## src/rtl/shift_controller.sv

```systemverilog
// LSB-first parallel-to-serial controller with per-bit hold timer and enable pause.
// Optional trailing even-parity bit when SHIFT_CONTROLLER_PARITY_EN is defined.
module shift_controller #(
  parameter int unsigned WIDTH      = 4,
  parameter int unsigned BIT_CYCLES = 1
) (
  input  logic             clock,
  input  logic             reset_n,
  input  logic             load_valid,
  output logic             load_ready,
  input  logic [WIDTH-1:0] load_data,
  input  logic             enable,
  output logic             serial_out,
  output logic             serial_valid,
  output logic             busy,
  output logic             done
);

  localparam int unsigned CNT_W   = (WIDTH > 1) ? $clog2(WIDTH) : 1;
  localparam int unsigned TIMER_W = 8;
  localparam logic [CNT_W-1:0]   LAST_BIT  = CNT_W'(WIDTH - 1);
  localparam logic [TIMER_W-1:0] LAST_TICK = TIMER_W'(BIT_CYCLES - 1);

`ifdef SHIFT_CONTROLLER_PARITY_EN
  typedef enum logic [1:0] {IDLE, SHIFT, PARITY, DONE} state_t;
`else
  typedef enum logic [1:0] {IDLE, SHIFT, DONE} state_t;
`endif

  state_t               state_q, state_d;
  logic [WIDTH-1:0]     shift_q, shift_d;
  logic [CNT_W-1:0]     bit_cnt_q, bit_cnt_d;
  logic [TIMER_W-1:0]   timer_q, timer_d;
  logic                 bit_end;
`ifdef SHIFT_CONTROLLER_PARITY_EN
  logic                 parity_q, parity_d;
`endif

  // A serial bit finishes on the last enabled cycle of its hold window
  assign bit_end = enable && (timer_q == LAST_TICK);

  always_ff @(posedge clock or negedge reset_n) begin
    if (!reset_n) begin
      state_q   <= IDLE;
      shift_q   <= '0;
      bit_cnt_q <= '0;
      timer_q   <= '0;
`ifdef SHIFT_CONTROLLER_PARITY_EN
      parity_q  <= 1'b0;
`endif
    end else begin
      state_q   <= state_d;
      shift_q   <= shift_d;
      bit_cnt_q <= bit_cnt_d;
      timer_q   <= timer_d;
`ifdef SHIFT_CONTROLLER_PARITY_EN
      parity_q  <= parity_d;
`endif
    end
  end

  // Outputs decode from registered state; serial_valid follows enable live
  always_comb begin
    state_d      = state_q;
    shift_d      = shift_q;
    bit_cnt_d    = bit_cnt_q;
    timer_d      = timer_q;
`ifdef SHIFT_CONTROLLER_PARITY_EN
    parity_d     = parity_q;
`endif
    load_ready   = 1'b0;
    busy         = 1'b0;
    serial_out   = 1'b0;
    serial_valid = 1'b0;
    done         = 1'b0;

    case (state_q)
      IDLE: begin
        load_ready = 1'b1;
        if (load_valid) begin
          shift_d   = load_data;
          bit_cnt_d = '0;
          timer_d   = '0;
`ifdef SHIFT_CONTROLLER_PARITY_EN
          parity_d  = ^load_data;
`endif
          state_d   = SHIFT;
        end
      end
      SHIFT: begin
        busy         = 1'b1;
        serial_out   = shift_q[0];
        serial_valid = enable;
        if (enable) timer_d = timer_q + TIMER_W'(1);
        if (bit_end) begin
          shift_d   = {1'b0, shift_q[WIDTH-1:1]};
          bit_cnt_d = bit_cnt_q + CNT_W'(1);
          timer_d   = '0;
          if (bit_cnt_q == LAST_BIT) begin
`ifdef SHIFT_CONTROLLER_PARITY_EN
            state_d = PARITY;
`else
            state_d = DONE;
`endif
          end
        end
      end
`ifdef SHIFT_CONTROLLER_PARITY_EN
      PARITY: begin
        busy         = 1'b1;
        serial_out   = parity_q;
        serial_valid = enable;
        if (enable) timer_d = timer_q + TIMER_W'(1);
        if (bit_end) begin
          timer_d = '0;
          state_d = DONE;
        end
      end
`endif
      DONE: begin
        busy    = 1'b1;
        done    = 1'b1;
        state_d = IDLE;
      end
      default: state_d = IDLE;
    endcase
  end

endmodule

```

## config.mk

```make
export PLATFORM = sky130hd
export DESIGN_NAME = shift_controller
export DESIGN_NICKNAME = d
export VERILOG_FILES = /design/src/rtl/shift_controller.sv
export SDC_FILE = /design/constraint.sdc
export NUM_CORES = 1
export LEC_CHECK = 0
export BUFFER_PORTS_ARGS = -buffer_cell sky130_fd_sc_hd__buf_2
export CAP_MARGIN = 20
export CORE_MARGIN = 4
export CORE_UTILIZATION = 35
export DETAILED_ROUTE_END_ITERATION = 8
export PLACE_DENSITY = 0.6
export SLEW_MARGIN = 20
export SYNTH_ARGS = -nofsm -noshare
export SYNTH_HDL_FRONTEND = slang
export SYNTH_SLANG_ARGS = --single-unit
```

## constraint.sdc

```tcl
create_clock -name clock -period 1.8 [get_ports clock]
set_input_delay 0 -clock clock [delete_from_list [all_inputs] [get_ports clock]]
set_output_delay 0 -clock clock [all_outputs]
set_load 0.02 [all_outputs]
```

# After elaboration in Yosys (flattened, before gate mapping)
# Cells that the tools add are included.
totals:
  ff_bits: 16
  wordCells: 40
  in_bits: 8
classes:
  n_eq_ne: 7
  add_sub_neg: 2
  muxes: 19
  reduce_logical: 8
op_table:
  columns: ["operator", "count"]
  rows:
  - ["two-way mux 8 bit", 3]
  - ["one-hot mux 8 bit (2 select lines)", 1]
  - ["two-way mux 2 bit", 5]
  - ["AND reduction 3 bit", 3]
  - ["adder 8 x 1 -> 8 bit (second input constant)", 1]
  - ["zero test 8 bit", 1]
  - ["two-way mux 4 bit", 2]
  - ["one-hot mux 2 bit (2 select lines)", 2]
  - ["one-hot mux 4 bit (2 select lines)", 1]
  - ["!= test 2 bit (second input constant)", 3]
  - ["two-way mux 1 bit", 5]
  - ["== test 2 bit (second input constant)", 2]
  - ["!= test 3 bit (second input constant)", 1]
  - ["adder 2 x 1 -> 2 bit (second input constant)", 1]
  - ["== test 2 x 1 -> 1 bit (second input constant)", 1]
  - ["zero test 2 bit", 1]
  - ["nonzero test 2 bit", 1]
  - ["OR reduction 2 bit", 1]
  - ["logical AND 1 bit", 1]

# Depth between registers and ports, before layout
depth:
  word_depth: 4
  depth_mapped: 7
  depth_no_buf: 6

# Worst setup path before layout
# No wires, ideal clock.
synth_path:
  path_kind: "register to register"
  from: "register state_q[0]"
  to: "register shift_q[0]"
  n_path_buf: 0
  t_arrival_ns: 1.653
  setup_ns: 0.125
  slack_ns: 0.022
  path_stages_with_launch: 7
  cell_sequence: "dfrtp_1 -> inv_1 -> ha_1 -> nand2b_1 -> o21ai_2 -> a21oi_4 -> mux2_2"
synth_via:
  elab_chain_len: 3
  elab_cells_between_ends: 7
  classes_between: "3 x eq/ne; 1 x mux; 3 x reduce/logical"
synth_lines:
  columns: ["element", "line_no", "text"]
  rows:
  - ["from (decl)", "30", "state_t state_q, state_d;"]
  - ["from (signal assigned)", "52", "state_q <= state_d;"]
  - ["== test 2 x 1 -> 1 bit / zero test 2 bit (equally long branches)", "77", "case (state_q)"]
  - ["!= test 2 bit (no source line) / nonzero test 2 bit (equally long branches)", null, null]
  - ["AND reduction 3 bit (no source line)", null, null]
  - ["to (signal assigned)", "53", "shift_q <= shift_d;"]
  - ["to (decl)", "31", "logic [WIDTH-1:0] shift_q, shift_d;"]
# Several ways; a longest one is shown, not always the timed one.
# A chain may end at the register's enable or synchronous reset.

# Final worst setup path
layout_path:
  from: "register state_q[0]"
  to: "register timer_q[7]"
layout_via:
  elab_chain_len: 3
  elab_cells_between_ends: 7
  classes_between: "3 x eq/ne; 1 x mux; 3 x reduce/logical"
layout_lines:
  columns: ["element", "line_no", "text"]
  rows:
  - ["== test 2 x 1 -> 1 bit / zero test 2 bit (equally long branches)", "77", null]
  - ["!= test 3 bit (no source line), or another cell as far along", null, null]
  - ["AND reduction 3 bit (no source line)", null, null]
  - ["to (signal assigned)", "55", "timer_q <= timer_d;"]
  - ["to (decl)", "33", "logic [TIMER_W-1:0] timer_q, timer_d;"]
# Several ways; a longest one is shown, not always the timed one.

==> impl_results.md <==
* Cell accounting for the most synthesized area: dfrtp_1
* Remaining Overflow, GRT at 0
* Cell count after placement at 139
* Total DRC errors in the routed layout at 0
* Placeable core region at 2570 sq um
* Final worst clock skew at around 5.6 ps
* Post-Route Hold Slack at 50.6 ps
* Worst setup startpoint: state_q[0]
* Routed via count divided by cell count at approximately 5.1
* Number of iterations in the first detailed-routing pass at 4
* Routed vias at between 700 and 800
* Number of failing hold endpoints at the final stage at 0
* Number of global-route vias before repair at around 730
* Class of the tightest hold or removal check: in2reg
* Number of warning messages in the yosys log at 0
* Share of the cycle needed by the critical path after routing at 93.4%
* Number of buffers created by CTS at 3
* Final setup violation count at 0
* Global-route wire length before repair at about 3200 um
* Post-DP HPWL at approximately 1500 um
* Endpoint kind of the worst setup timing path: flop
* Initial detailed-routing violation count at 25
* Biggest area contributors in the synthesized netlist: dfrtp_1 41%, mux2_2 9.2%, ha_1 8.9%, xor2_1 4.5%, nand3_1 4.1%
* Slew at the pin closest to its max-slew limit at between 300 and 400 ps
* Worst-path fanout max at 7
* Routed length per placed instance at roughly 13 um
* Seq/Total Area, Yosys at 40.8%
* Count of buffers from port buffering at 12
* CTS tree: built
* Most common library cell in the layout ignoring fill and taps: dfrtp_1
* Antenna diode count at 0
* Root buffer cell: clkbuf_4
* Data required time of the critical path at a little over 2000 ps
* Antenna viol nets, final at 0
* Register clock-pin slew on the reported worst setup and hold paths at about 100 ps
* R2r setup slk at around 120 ps
* Synthesized area divided by synthesized cell count at between 10 and 15 sq um
* Top library cells by usage in the layout, fill and taps aside: 16 x dfrtp_1, 12 x buf_2, 8 x mux2_2, 8 x nand3_1
* Number of synthesized flops with an enable pin at 0
* Total die area at 3710 sq um
* Path type of the worst setup path: reg2reg
* Synthesis-to-layout area growth at 20.2%
* Final critical-path required period at roughly 1700 ps
* PD cells at 1450 nW/um^2
* Category of the worst setup path launch point: flop
* Data arrival at the endpoint of the critical path at ~1900 ps
* Run status: finished, final reports clean
* Row cnt at 18
* Worst slew margin relative to its limit at 75.8%
* Leakage at 0.538 nW
* Register area at approximately 400 sq um
* Final weighted congestion of routability-driven global placement at a little over 0.7
* IR drop worst, VDD at between 0.8 and 0.9 mV
* Finished Core Util at a little under half
* FMAX at ~600 MHz
* Fin nets at 130
* Clock insertion delay at the later pin of the skew report at around 280 ps
* Synthesized instance count at 94
* Reg-to-Reg Start: state_q[0]
* Horizontal die dimension at a little over 60 um
* Area of all placed cells without fillers at 1180 sq um
* Die boundary height at around 60 um
* Number of different library cells in the post-synthesis netlist at 29
* TritonCTS Sinks at 16
* Start point of the worst min-delay path: load_valid
* Number of maximum-capacitance violations at 0
* Max-slew violations at 0
* Area of the multi-input gates at between 500 and 600 sq um
* Maximum number of pins on one net before global-route repair at 17
* Number of flip-flops and latches in the synthesized netlist at 16
* Overall routed net length at slightly below 2000 um
* Number of H-tree levels at 1
* Post-CTS repair timing setup buffer count at 0
* Cell area after placement at between 1000 and 1500 sq um
* Fillers at 260
* Io pins at 13
* Total global-route track usage at approximately an eighth
* Initial antenna violation count at 0
* Area of the mapped netlist at around 1000 sq um
* Unrepaired setup endpoints after global routing: false
* Setup TNS at 0 ps
* Initial core utilization at between 30% and 40%
* Fraction of layout instances using a drive strength above 1 at between 30% and 40%
* Final standard cell count with taps included and fillers excluded at ~140
* Area fraction of the dominant cell type after synthesis at 40.8%
* Post-synthesis net count at ~110
* Fraction of registers with async set or reset after synthesis at 100%
* Primary flip-flop cell chosen by synthesis mapping: dfrtp_1
* Maximum clock path buffer count at 2
## final timing paths
| path | to | cells after the start |
|---|---|---|
| setup reg to reg | timer_q[7] | 6 |
| hold / removal | state_q[1] | 4 |
| max in group asynchronous | state_q[0] | 2 |
| setup / recovery | timer_q[7] | 6 |
| min in group asynchronous | bit_cnt_q[0] | 2 |
| hold reg to reg | bit_cnt_q[0] | 1 |
## cells by family (layout without fill, tap and decap cells)
| group | Yosys count | in the layout | synth area share, % |
|---|---|---|---|
| xor+xnor | 5 | 5 | 4.46 |
| flops | 16 | 16 | 40.8 |
| simple gates | 34 | 34 | 21.6 |
| fa+ha+maj | 7 | 7 | 8.93 |
| compound gates | 15 | 15 | 10.8 |
| buf+inv | 8 | 28 | 3.19 |
| mux | 9 | 9 | 10.2 |
## synth_stat cells (2+ instances only)
master,instances
nand2b_1,2
mux2_2,8
nand4_1,5
nor2_1,6
a22o_1,3
xor2_1,5
o21ai_0,3
o22ai_1,2
nand3_1,8
a21oi_1,4
and2_1,4
dfrtp_1,16
ha_1,7
inv_1,6
## final cells by class
class | instances | area share (%)
well taps | 30 | 3.18
multi-input cells | 70 | 48.7
clock buffers | 4 | 3.08
flip-flops and latches | 16 | 34.0
inverters | 6 | 1.91
repair buffers | 18 | 9.13
## through the flow
stage | setup WS (ps) | total power, mW
CTS | 48.5 | 1.68
detailed placement | 70.4 | 1.43
global placement | 112 | 1.42
global route | 3.50 | 1.85
floorplan | 22.0 | 1.17
finish | 118 | 1.71
## timing repair
item | in CTS | in global routing
endpoints found under the setup margin | 0 | 1
hold endpoints to repair | 16 | 0
hold buffers | 1 | 0
gates resized for setup | 0 | 4
## worst max-delay path, stage by stage (launching register included)
cell	delay (ps)
dfrtp_1	410
inv_1	120
ha_4	200
mux2_2	280
nand3_1	100
or3_1	350
a21oi_1	150
## where the power goes
| part | internal [mW] | leakage [nW] | switching, mW |
|---|---|---|---|
| clock network | 0.123 | 0.0210 | 0.112 |
| logic | 0.451 | 0.305 | 0.494 |
| registers | 0.457 | 0.211 | 0.0682 |
## per-layer routing
| layer | GRT usage, % | vias to the layer above | wire [um] | part of all wire, % |
|---|---|---|---|---|
| li1 | - | 374 | - | - |
| met1 | 14.6 | 342 | 887 | 46 |
| met2 | 18.8 | 15 | 918 | 48 |
| met3 | 4.47 | 4 | 83 | 4.3 |
| met4 | 4.64 | 0 | 38 | 2.0 |
| met5 | 0 | - | 0 | 0 |
## sequential cells by signal, summed over array words and instances (netlist names)
register and count:
state_q 2, shift_q 4, timer_q 8, bit_cnt_q 2
No activity file was read; power rests on OpenSTA's default activity.
